<file path="config.mk">
export PLATFORM = sky130hd
export DESIGN_NAME = pipe_stage_skid
export DESIGN_NICKNAME = d
export VERILOG_FILES = /design/src/rtl/pipe_stage_skid.sv
export SDC_FILE = /design/constraint.sdc
export NUM_CORES = 1
export LEC_CHECK = 0
export ABC_AREA = 0
export BUFFER_PORTS_ARGS = -buffer_cell sky130_fd_sc_hd__buf_4
export CAP_MARGIN = 15
export CORE_MARGIN = 2
export CORE_UTILIZATION = 55
export DETAILED_ROUTE_END_ITERATION = 12
export GPL_TIMING_DRIVEN = 0
export PLACE_DENSITY = 0.82
export REMOVE_ABC_BUFFERS = 1
export SYNTH_ARGS = -nofsm -noshare
export SYNTH_HDL_FRONTEND = slang
export SYNTH_SLANG_ARGS = --single-unit
</file>
<file path="constraint.sdc">
create_clock -name clk -period 2.8 [get_ports clk]
set_clock_uncertainty 0.15 [all_clocks]
set_input_delay 0.14 -clock clk [delete_from_list [all_inputs] [get_ports clk]]
set_output_delay 0.14 -clock clk [all_outputs]
set_load 0.005 [all_outputs]
</file>
<file path="src/rtl/pipe_stage_skid.sv">
// Generic pipeline stage register with per-lane valid, valid/ready handshake, synchronous flush
// and an optional 2-entry skid buffer that registers in_ready.
module pipe_stage_skid #(
    parameter int LANE_W = 78,
    parameter int LANES  = 1,
    parameter int SKID   = 1
) (
    input  logic                    clk,
    input  logic                    rst,
    input  logic                    flush,
    input  logic [LANES-1:0]        in_valid,
    input  logic [LANES*LANE_W-1:0] in_data,
    output logic                    in_ready,
    output logic [LANES-1:0]        out_valid,
    output logic [LANES*LANE_W-1:0] out_data,
    input  logic                    out_ready,
    output logic [1:0]              occupancy
);

    localparam int DW = LANES * LANE_W;

    typedef enum logic [1:0] {
        EMPTY = 2'd0,
        ONE   = 2'd1,
        FULL  = 2'd2
    } state_t;

    state_t           state_r;
    logic [LANES-1:0] head_valid_r;
    logic [DW-1:0]    head_data_r;
    logic [LANES-1:0] skid_valid_r;
    logic [DW-1:0]    skid_data_r;
    logic             in_ready_r;
    logic [1:0]       occ_r;

    logic             in_ready_s;
    logic             in_fire_s;
    logic             out_fire_s;
    logic [DW-1:0]    in_gated_s;

    // Bubble lanes are stored as zeros so out_data is clean wherever out_valid is low.
    function automatic logic [DW-1:0] gate_lanes(input logic [LANES-1:0] v,
                                                 input logic [DW-1:0]    d);
        logic [DW-1:0] r;
        r = {DW{1'b0}};
        for (int i = 0; i < LANES; i++) begin
            if (v[i]) begin
                r[i*LANE_W +: LANE_W] = d[i*LANE_W +: LANE_W];
            end else begin
                r[i*LANE_W +: LANE_W] = {LANE_W{1'b0}};
            end
        end
        return r;
    endfunction

    assign in_ready_s = (SKID != 0) ? in_ready_r : (~|head_valid_r | out_ready);
    assign in_fire_s  = in_ready_s & (|in_valid) & ~rst & ~flush;
    assign out_fire_s = (|head_valid_r) & out_ready;
    assign in_gated_s = gate_lanes(in_valid, in_data);

    assign in_ready  = in_ready_s;
    assign out_valid = head_valid_r;
    assign out_data  = head_data_r;
    assign occupancy = occ_r;

    // Stage state machine: head/skid entries, registered in_ready and occupancy.
    always_ff @(posedge clk) begin
        if (rst || flush) begin
            state_r      <= EMPTY;
            head_valid_r <= {LANES{1'b0}};
            head_data_r  <= {DW{1'b0}};
            skid_valid_r <= {LANES{1'b0}};
            skid_data_r  <= {DW{1'b0}};
            in_ready_r   <= 1'b1;
            occ_r        <= 2'd0;
        end else begin
            case (state_r)
                EMPTY: begin
                    if (in_fire_s) begin
                        head_valid_r <= in_valid;
                        head_data_r  <= in_gated_s;
                        state_r      <= ONE;
                        occ_r        <= 2'd1;
                    end else begin
                        state_r <= EMPTY;
                    end
                end
                ONE: begin
                    if (in_fire_s && out_fire_s) begin
                        head_valid_r <= in_valid;
                        head_data_r  <= in_gated_s;
                    end else if (in_fire_s) begin
                        // Downstream stalled: park the new word behind the head.
                        skid_valid_r <= in_valid;
                        skid_data_r  <= in_gated_s;
                        in_ready_r   <= 1'b0;
                        state_r      <= FULL;
                        occ_r        <= 2'd2;
                    end else if (out_fire_s) begin
                        head_valid_r <= {LANES{1'b0}};
                        head_data_r  <= {DW{1'b0}};
                        state_r      <= EMPTY;
                        occ_r        <= 2'd0;
                    end else begin
                        state_r <= ONE;
                    end
                end
                FULL: begin
                    if (out_fire_s) begin
                        head_valid_r <= skid_valid_r;
                        head_data_r  <= skid_data_r;
                        skid_valid_r <= {LANES{1'b0}};
                        skid_data_r  <= {DW{1'b0}};
                        in_ready_r   <= 1'b1;
                        state_r      <= ONE;
                        occ_r        <= 2'd1;
                    end else begin
                        state_r <= FULL;
                    end
                end
                default: begin
                    state_r      <= EMPTY;
                    head_valid_r <= {LANES{1'b0}};
                    head_data_r  <= {DW{1'b0}};
                    skid_valid_r <= {LANES{1'b0}};
                    skid_data_r  <= {DW{1'b0}};
                    in_ready_r   <= 1'b1;
                    occ_r        <= 2'd0;
                end
            endcase
        end
    end

endmodule

</file>
Word-level counts from Yosys, hierarchy flattened
Index checks and enable logic that the tools add are counted.
{"block": "word_totals", "register_bits": 163, "in_bits": 83, "output_inout_bits": 82}
{"block": "classes", "eq_ne": 9, "mux": 33, "n_bitwise": 7, "n_reduce_logical": 6}
{"operator": "two-way mux 78 bit", "n": 7}
{"operator": "case mux 78 bit (3 select lines)", "n": 2}
{"operator": "two-way mux 2 bit", "n": 8}
{"operator": "case mux 2 bit (3 select lines)", "n": 2}
{"operator": "AND reduction 4 bit", "n": 3}
{"operator": "two-way mux 1 bit", "n": 11}
{"operator": "!= test 3 bit, second input constant", "n": 3}
{"operator": "case mux 1 bit (3 select lines)", "n": 3}
{"operator": "!= test 2 bit, second input constant", "n": 4}
{"operator": "AND 1 bit", "n": 4}
{"operator": "NOT 1 bit", "n": 3}
{"operator": "equality test 2 x 1 -> 1 bit, second input constant", "n": 1}
{"operator": "equality test 2 bit, second input constant", "n": 1}
{"operator": "zero test 2 bit", "n": 1}
{"operator": "logical AND 1 bit", "n": 1}
{"operator": "logical OR 1 bit", "n": 1}

Longest topological paths before layout
Gate-level depths: netlist of the first run.
{"block": "logic_depth", "depth_word": 6, "mapped_depth": 7}

Worst setup path after synthesis of the first run
OpenSTA, ideal clock, no wires.
{"block": "synth_timing", "kind": "register -> register", "startpoint": "register state_r[1]", "endpoint": "register head_data_r[0] (netlist: out_data[0])", "setup_time_ns": 0.057, "arrival_ns": 1.414, "t_required_ns": 2.593, "setup_slack_ns": 1.179, "path_stages_with_launch": 8, "path_buffers": 3, "period_less_slack_ns": 1.621, "path_cell_list": "dfxtp_1 -> buf_4 -> nor2b_1 -> nand2_1 -> a21oi_2 -> buf_4 -> buf_2 -> a21o_1"}
{"block": "synth_via", "elab_chain_len": 3}
{"element": "start, declared", "line_no": "28", "source": "state_t state_r;"}
{"element": "start signal, assigned", "line_no": "69", "source": "state_r <= EMPTY;"}
{"element": "start signal, assigned", "line_no": "82", "source": "state_r <= ONE;"}
{"element": "start signal, assigned", "line_no": "85", "source": "state_r <= EMPTY;"}
{"element": "equality test 2 x 1 -> 1 bit (tied with other cells)", "line_no": "77", "source": "case (state_r)"}
{"element": "!= test 3 bit (no line) or != test 2 bit (tied branches)"}
{"element": "AND reduction 4 bit (no line)"}
{"element": "end signal, assigned", "line_no": "71", "source": "head_data_r <= {DW{1'b0}};"}
{"element": "end signal, assigned", "line_no": "81", "source": "head_data_r <= in_gated_s;"}
{"element": "end signal, assigned", "line_no": "91", "source": "head_data_r <= in_gated_s;"}
{"element": "end, declared", "line_no": "30", "source": "logic [DW-1:0] head_data_r;"}
Parallel ways exist; a longest one is shown, timed or not.
A chain may end at the register's enable or synchronous reset.

Final worst setup path of the first run
{"block": "layout_timing", "startpoint": "register state_r[0]", "endpoint": "register head_data_r[20] (netlist: out_data[20])"}
Same word-level chain as after synthesis.

==> reports/metrics.yaml, run 1 <==
status:
  outcome: "complete, no violations"
clock_network:
  htree_levels: 4
  clock_latency_ns: 0.53
  clock-root-buffer: "clkbuf_8"
  cts_resized: 0
  numCtsBuffers: 17
  clock_path_buffers: 2
  cts_setup_buffers: 0
  cts_sinks: 163
  cts.clk_slew.worst_paths_ns: 0.07
  cts_tree: "done"
power_and_ir_drop:
  power.total_uw: 5301
  p_leak_uw: 0.004485
  p_per_area_nw_per_um2: 601.5
  peakVddDrop_mv: 0.3744
global_routing:
  met1_usage_pct: 35.89
  antenna_found_initial: 0
  grtUsageMet3_pct: 8.875
  grt_max_degree: 37
  grt_use_total_pct: 30.77
  grt_pass1_vias: 5444
  grt_overflow: 0
  grt_pass1_wl_um: 27590
  grt_use_met2_pct: 53.21
  grt.busiest_layer: "met2"
finish:
  area_growth_syn_to_layout_pct: 50.59
  final_cell_count_no_fill: 905
  antenna_cells: 0
  final_nets: 839
  drive_gt1_share_pct: 28.35
yosys:
  syn_area_per_cell_sq_um: 11.47
  syn_area_sq_um: 5852
  synth-seq-cells: 163
  yosys.area.top_type_share_pct: 55.76
  synth-warning-count: 0
  syn_inst: 510
  synth_seq_area_share_pct: 55.76
  synthArstFlopShare_pct: 0
  synth_top_area_cell: "dfxtp_1"
  synth_edf_count: 0
  yosysUniqueCellTypes: 35
  synth_area_leaders: "dfxtp_1 (56%), a22o_1 (22%), a21o_1 (10%)"
  synth.most_common_cell: "dfxtp_1"
  synth_top_flop_cell: "dfxtp_1"
  synth_commonest_cells: "dfxtp_1 (163), a22o_1 (147), a21o_1 (80)"
setup_path:
  cpPeakStageDelay_ns: 0.84
  critPathArrivalTime_ns: 2.98
  crit_type: "flip-flop to flip-flop"
  crit_top_cell: "buf_6"
  crit_slowest_cell: "nor4_4"
  path_cells: "a21boi_2 -> nor4_4 -> buf_8 -> buf_6 -> buf_6 -> a22o_1 -> a21o_1"
  path_delay_family: "simple AND/OR/NAND/NOR gates"
  cp.required_ns: 3.11
  cp_max_fo: 15
  endpoint_kind: "flip-flop"
  path_buf_inv: 3
  start_kind: "flip-flop"
sta:
  fin_crit_ns: 2.663
  fin_crit_sh_pct: 95.11
  setup_viol: 0
  drv_slew: 0
  fmax_ghz: 0.3755
  slew_headroom_pct: 34.89
  hold_viol: 0
  worstMarginPinSlew_ns: 0.9743
  rsz0062_at_grt: "no"
detailed_routing:
  dr.pass1.iters: 5
  vias: 5314
  viasPerCell: 5.872
  first_iter_violations: 364
  wl_per_cell_um: 19.53
  drt_wl_total_um: 17670
  drc: 0
  final_antenna_net_count: 0
placed_design:
  hpwl_um: 9803
  port-buffer-count: 164
  dp_cells: 780
  gp_routability_congestion: 0.7761
floorplanning:
  die_x_um: 107.2
  io_pins: 165
  core-area_sq_um: 10320
  die_h_um: 107.2
  dieArea_sq_um: 11480
  initial_utilization_pct: 56.68
  row_count: 37
flow_run:
  cap_viol_max_count: 0
worst_hold_path:
  hold_class: "primary input to flip-flop"
==> power breakdown <==
| group | total [uW] | leakage (uW) | internal, uW | switching, uW |
|---|---|---|---|---|
| sequential | 2410 | 0.00132 | 2370 | 36.2 |
| combinational | 482 | 0.00287 | 280 | 202 |
| clock | 2410 | 0.000298 | 1460 | 948 |
==> layout make-up <==
type	instances	area, sq um
Multi-Input combinational cell	300	2366
Fill cell	512	1511
Timing Repair Buffer	272	2384
Clock buffer	22	473.0
Sequential cell	163	3263
Inverter	2	7.507
Clock inverter	10	148.9
Tap cell	136	170.2
==> repair_timing <==
| action | CTS | global route |
|---|---|---|
| setup endpoints to repair | 0 | 0 |
| hold buffers | 92 | 0 |
| endpoints found under the hold margin | 161 | 0 |
==> flip-flops by register name, summed over array words and instances, names as in the netlist <==
register,cells
out_data,78
skid_data_r,78
occupancy,2
state_r,2
in_ready,1
out_valid,1
skid_valid_r,1
==> path summary, 6_finish.rpt <==
| kind | start | to | depth (start not counted) | slack, ns |
|---|---|---|---|---|
| worst max-delay path | state_r[0] | out_data[20] | 7 | 0.14 |
| worst max register to register | state_r[0] | out_data[20] | 7 | 0.14 |
| worst min-delay path | in_data[30] | skid_data_r[30] | 3 | 0.24 |
| worst min register to register | out_data[63] | out_data[63] | 1 | 0.30 |
==> tightest hold or removal path, stage by stage <==
cell and delay, ns:
dlygate4sd3_1 0.52, buf_4 0.10, a22o_1 0.11
==> metal layers <==
metal / up-vias / wire [um]
met1: 2612 / 7127
met3: 32 / 1217
met5: - / 0
met4: 0 / 369
li1: 2433 / -
met2: 237 / 8957
==> cell usage in the layout, fill, tap and decap left out, types with 4 or more instances in the layout <==
cell	count
buf_12	5
nor2_1	4
dlygate4sd3_1	92
a21o_1	80
a21oi_1	4
clkbuf_16	16
dfxtp_1	163
clkinv_4	5
nand2_1	24
mux2i_1	9
buf_4	165
buf_6	7
clkbuf_8	5
a22o_1	147
==> per-stage QoR <==
stage | worst slack [ns] | hold slack (ns) | instance area [sq um] | setup TNS, ns | utilization [%]
6_report | 0.1369 | 0.2359 | 8812 | 0 | 85.36
5_1_grt | 0.04471 | 0.2214 | 8812 | 0 | 85.36
4_1_cts | 0.1539 | 0.2141 | 8805 | 0 | 85.29
3_5_place_dp | 0.2179 | 0.2198 | 7262 | 0 | 70.34
3_3_place_gp | -1.961 | 0.2100 | 7018 | -234.64 | 67.98
2_1_floorplan | -0.5011 | 0.08662 | 5617 | -39.08 | -
==> logic make-up (layout without fill, tap and decap cells) <==
family / count (synthesis) / after routing / share of synthesized area, %
simple gates: 43 / 43 / 3.870
flops: 163 / 163 / 55.76
buf+inv: 47 / 306 / 4.148
compound gates: 248 / 248 / 34.68
mux: 9 / 9 / 1.540
Note: power is estimated with default switching activity, not from simulation.
==> run 2: changes to the inputs <==
ABC_AREA = 1   (was 0)
CORE_MARGIN = 5   (was 2)
PLACE_DENSITY = 0.79   (was 0.82)
clock period = 3 ns   (was 2.8 ns; I/O delays follow)
==> reports/metrics.yaml, run 2 <==
detailed_routing:
  final_antenna_net_count: 0  # unchanged
  wl_per_cell_um: 14.97  # -23%
  first_iter_violations: 871  # +140%
  drc: 0  # unchanged
  dr.pass1.iters: 5  # unchanged
  vias: 8412  # +58%
  viasPerCell: 5.365  # -8.6%
  drt_wl_total_um: 23480  # +33%
sta:
  hold_ws_ns: 0.1396  # -0.09625 ns
  rsz0062_at_grt: "no"
  fmax_ghz: 0.3566  # -5.0%
  fin_crit_sh_pct: 93.46  # -1.6 points
  drv_slew: 0  # unchanged
  worstMarginPinSlew_ns: 0.9821  # +0.007798 ns
  hold_viol: 0  # unchanged
  setup_ws_ns: 0.1961  # +0.05925 ns
  fin_crit_ns: 2.804  # +0.1408 ns
  setup_viol: 0  # unchanged
  slew_headroom_pct: 34.52  # -0.37 points
status:
  outcome: "complete, no violations"
yosys:
  synth-warning-count: 0  # unchanged
  syn_area_per_cell_sq_um: 6.452  # -44%
  synth_top_flop_cell: "dfxtp_1"
  synth_edf_count: 0  # unchanged
  synth-seq-cells: 163  # unchanged
  yosys.area.top_type_share_pct: 42.68  # -13 points
  syn_inst: 1185  # +130%
  synthArstFlopShare_pct: 0  # unchanged
  syn_area_sq_um: 7646  # +31%
  synth_top_area_cell: "dfxtp_1"
  yosysUniqueCellTypes: 18  # -49%
  synth.most_common_cell: "nand2_1"
  synth_seq_area_share_pct: 42.68  # -13 points
  synth_area_leaders: "dfxtp_1 (43%), nand2_1 (24%), nand3_1 (11%)"
  synth_commonest_cells: "nand2_1 (493), nand3_1 (169), dfxtp_1 (163)"
global_routing:
  grt_pass1_wl_um: 37580  # +36%
  grt_overflow: 0  # unchanged
  grt_pass1_vias: 7735  # +42%
  grt_max_degree: 80  # +120%
  grt_use_total_pct: 28.15  # -2.6 points
  antenna_found_initial: 0  # unchanged
clock_network:
  cts_tree: "done"
  cts.clk_slew.worst_paths_ns: 0.06  # about the same
  cts_sinks: 163  # unchanged
  htree_levels: 4  # unchanged
  clock-root-buffer: "clkbuf_16"
  clock_latency_ns: 0.43  # -0.10 ns
  numCtsBuffers: 17  # unchanged
  clock_path_buffers: 2  # unchanged
floorplanning:
  core-area_sq_um: 13770  # +33%
  dieArea_sq_um: 16360  # +42%
  die_x_um: 127.9  # +19%
  die_h_um: 127.9  # +19%
  io_pins: 165  # unchanged
  row_count: 43  # +16%
  initial_utilization_pct: 55.51  # -1.2 points
setup_path:
  critPathArrivalTime_ns: 2.95  # -0.03 ns
  start_kind: "flip-flop"
  crit_type: "flip-flop to flip-flop"
  cp.required_ns: 3.15  # +0.04 ns
  endpoint_kind: "flip-flop"
  cp_max_fo: 79  # +64
finish:
  final_nets: 1459  # +74%
  drive_gt1_share_pct: 16.28  # -12 points
  area_growth_syn_to_layout_pct: 36.38
  fin_area_sq_um: 10430  # +18%
  final_common_cell: "nand2_1"
  final_cell_mix: "nand2_1 (491), nand3_1 (169), buf_4 (164)"
  final_cell_count_no_fill: 1568  # +73%
  post-route-util_pct: 75.71  # -9.7 points
  fillers: 1078  # +110%
  antenna_cells: 0  # unchanged
placed_design:
  pre_cts_ws_ns: -0.3283  # -0.5463 ns
  gp_routability_congestion: 0.7845  # +1.1%
  port-buffer-count: 164  # unchanged
  dp_cells: 1454  # +86%
  place_area_sq_um: 9040  # +24%
  hpwl_um: 12970  # +32%
worst_hold_path:
  hold_class: "primary input to flip-flop"
power_and_ir_drop:
  p_per_area_nw_per_um2: 462.9  # -23%
  p_leak_uw: 0.004724  # +5.3%
  peakVddDrop_mv: 0.3988  # +6.5%
flow_run:
  cap_viol_max_count: 0  # unchanged
-- run 2: cell count changes in the layout (fill, tap and decap cells not counted), sizes merged, moves of 10 or more --
| cell | previous run | this run |
|---|---|---|
| nand2 | 24 | 498 |
| nand3 | 1 | 169 |
| a21o | 80 | 0 |
| nor2 | 5 | 15 |
| inv | 2 | 86 |
| dlygate4sd3 | 92 | 80 |
| a22o | 147 | 0 |
| a21oi | 6 | 160 |
-- run 2: path summary, 6_finish.rpt --
path | from | cells past startpoint | end | slack [ns]
worst max-delay path | state_r[0] | 6 | out_data[5] | 0.20
worst min-delay path | out_ready | 4 | state_r[1] | 0.14
worst max register to register | state_r[0] | 6 | out_data[5] | 0.20
worst min register to register | skid_data_r[21] | 2 | skid_data_r[21] | 0.31
-- run 2: cell type report --
class                   count  area [sq um]  area share, %
clock inverters            10         110.1          1.056
repair buffers            261          2380          22.82
well taps                 180         225.2          2.160
flip-flops and latches    163          3263          31.29
multi-input cells         847          3676          35.25
inverters                  86         322.8          3.096
clock buffers              21         450.4          4.320
-- run 2: critical path: stages, from the launching register on --
cell and delay [ns]:
dfxtp_1 0.64, nor2_2 0.18, o21ai_4 0.54, buf_16 0.23, nand2_4 0.51, nand2_1 0.27, a21oi_1 0.09
-- run 2: cell families after synthesis --
logic type | share of synthesized area, %
simple gates | 36.64
buf+inv | 9.966
flops | 42.68
compound gates | 10.72
-- run 2: power by group --
part | internal (uW) | switching (uW) | total (uW)
Clock | 1240 | 865 | 2100
Sequential | 2180 | 9.97 | 2190
Combinational | 242 | 294 | 537
-- run 2: what timing repair did --
| action | in CTS | in global routing |
|---|---|---|
| hold endpoints to repair | 112 | 0 |
| cloned | 1 | 1 |
| hold buffers | 80 | 0 |
| buffers inserted | 0 | 1 |
| setup endpoints to repair | 16 | 94 |
| gates resized for setup | 0 | 1 |
| pin swaps | 1 | 2 |
-- run 2: stage by stage --
stage | total power [uW] | setup TNS (ns)
finish | 4827 | 0
global route | 4984 | 0
CTS | 4833 | 0
detailed placement | 2674 | -15.16
global placement | 2641 | -1274.50
floorplan | 2435 | -509.87
-- run 2: per-layer routing --
metal | track usage, % | wire [um] | up-vias
met5 | 0 | 0 | -
met4 | 12.80 | 845 | 0
met3 | 4.917 | 1912 | 68
met2 | 47.78 | 11220 | 391
met1 | 34.90 | 9501 | 3826
li1 | - | - | 4127
==> run 3: changes to the inputs <==
ABC_AREA = unset   (was 1)
CORE_UTILIZATION = 51   (was 55)
PLACE_DENSITY = 0.76   (was 0.79)
TNS_END_PERCENT = 1   (was unset)
clock period = 3.1 ns   (was 3 ns; I/O delays follow)
==> reports/metrics.yaml, run 3 (same netlist as run 1, synthesis figures left out) <==
status:
  outcome: "complete, no violations"
sta:
  hold_ws_ns: 0.07059  # -0.06903 ns
  setup_viol: 0  # unchanged
  drv_slew: 0  # unchanged
  fin_crit_ns: 2.573  # -0.2309 ns
  slew_headroom_pct: 23.59  # -11 points
  worstMarginPinSlew_ns: 1.141  # +0.1589 ns
  finalSetupTns_ns: 0  # unchanged
  fin_crit_sh_pct: 83.00  # -10 points
  fmax_ghz: 0.3887  # +9.0%
  hold_viol: 0  # unchanged
  rsz0062_at_grt: "no"
finish:
  fin_area_sq_um: 8680  # -17%
  final_cell_mix: "buf_4 (164), dfxtp_1 (163), a22o_1 (147)"
  antenna_cells: 0  # unchanged
  drive_gt1_share_pct: 28.80  # +13 points
  final_common_cell: "buf_4"
  final_nets: 828  # -43%
  area_growth_syn_to_layout_pct: 48.32
detailed_routing:
  met2_length_um: 7882  # -30%
  drc: 0  # unchanged
  final_antenna_net_count: 0  # unchanged
  drt-met1-wl_um: 6794  # -28%
  vias: 5103  # -39%
  viasPerCell: 5.670  # +5.7%
  top_layer: "met4"
  drt_wl_total_um: 16200  # -31%
  met3WireLength_um: 1085  # -43%
  wl_per_cell_um: 18.00  # +20%
  first_iter_violations: 369  # -58%
  dr.pass1.iters: 4  # -1
clock_network:
  clock_latency_ns: 0.42  # about the same
  cts_resized: 0  # unchanged
  cts_sinks: 163  # unchanged
  hold_buffers: 81  # +1.3%
  cts_setup_buffers: 0  # unchanged
  clock_path_buffers: 2  # unchanged
  clock-root-buffer: "clkbuf_16"
  cts.clk_slew.worst_paths_ns: 0.06  # about the same
  numCtsBuffers: 17  # unchanged
  cts_tree: "done"
  htree_levels: 4  # unchanged
floorplanning:
  die_h_um: 117.1  # -8.4%
  core-area_sq_um: 11320  # -18%
  row_count: 39  # -9.3%
  die_x_um: 117.1  # -8.4%
  initial_utilization_pct: 51.69  # -3.8 points
  dieArea_sq_um: 13720  # -16%
  io_pins: 165  # unchanged
setup_path:
  startpoint: "state_r[1]"
  r2r_setup_slack_ns: 0.53  # +0.33 ns
  cp.required_ns: 3.31  # +0.16 ns
  start_kind: "flip-flop"
  endpoint_kind: "flip-flop"
  worstReg2RegStart: "state_r[1]"
  critPathArrivalTime_ns: 2.78  # -0.17 ns
  crit_type: "flip-flop to flip-flop"
  cp_max_fo: 15  # -81%
placed_design:
  place_area_sq_um: 7321  # -19%
  hpwl_um: 9863  # -24%
  port-buffer-count: 164  # unchanged
  gp_routability_congestion: 0.7534  # -4.0%
worst_hold_path:
  hold_start: "flush"
  hold_class: "primary input to flip-flop"
flow_run:
  cap_viol_max_count: 0  # unchanged
power_and_ir_drop:
  p_per_area_nw_per_um2: 521.1  # +13%
  p_leak_uw: 0.004400  # -6.9%
  peakVddDrop_mv: 0.4736  # +19%
global_routing:
  antenna_found_initial: 0  # unchanged
  grt_pass1_wl_um: 25310  # -33%
  grt_overflow: 0  # unchanged
  grt_use_total_pct: 23.65  # -4.5 points
  grt_max_degree: 36  # -55%
  grt_pass1_vias: 4956  # -36%
[run 3: changes by cell type in the layout (fill, tap and decap cells not counted), sizes merged, moves of 3 or more]
cell,change
and3,+3
inv,-83
nand3,-168
a21oi,-154
a31oi,+3
mux2i,+9
nor2,-10
nand2,-474
a22o,+147
a21o,+80
[run 3: metrics by stage]
step / setup WS [ns] / utilization, % / std cells / power [uW]
2_1_floorplan: -0.2011 / - / 465 / 2335
3_3_place_gp: -1.747 / 62.07 / 772 / 2524
3_5_place_dp: 0.5645 / 64.67 / 788 / 2556
4_1_cts: 0.5619 / 76.67 / 900 / 4551
5_1_grt: 0.3740 / 76.67 / 900 / 4685
6_report: 0.5271 / 76.67 / 900 / 4523
[run 3: critical path: stages, from the launching register on]
cell and delay [ns]:
dfxtp_1 0.57, inv_1 0.25, nor4_4 0.83, buf_8 0.25, buf_6 0.19, a22o_1 0.16, a21o_1 0.11
[run 3: per-layer routing]
layer / up-vias / GRT usage [%]
met5: - / 0
met1: 2466 / 29.44
met4: 0 / 10.70
met3: 42 / 6.015
met2: 180 / 38.72
li1: 2415 / -
[run 3: layout make-up]
class	instances	area [sq um]
clock buffer	22	494.2
clock inverter	9	53.80
fill	723	2641
inverter	2	7.507
multi-input combinational	300	2366
sequential	163	3263
tap	143	178.9
timing repair buffer	261	2316
[run 3: path summary, 6_finish.rpt]
path                                         to  depth (start not counted)
worst max-delay path               out_data[22]                          6
worst min-delay path            skid_data_r[68]                          4
worst max register to register     out_data[22]                          6
worst min register to register      out_data[4]                          1
[run 3: power by group]
group	total, uW	internal, uW	switching [uW]
logic	426	252	174
clock network	1920	1120	804
registers	2170	2140	31.5
total	4520	3510	1010
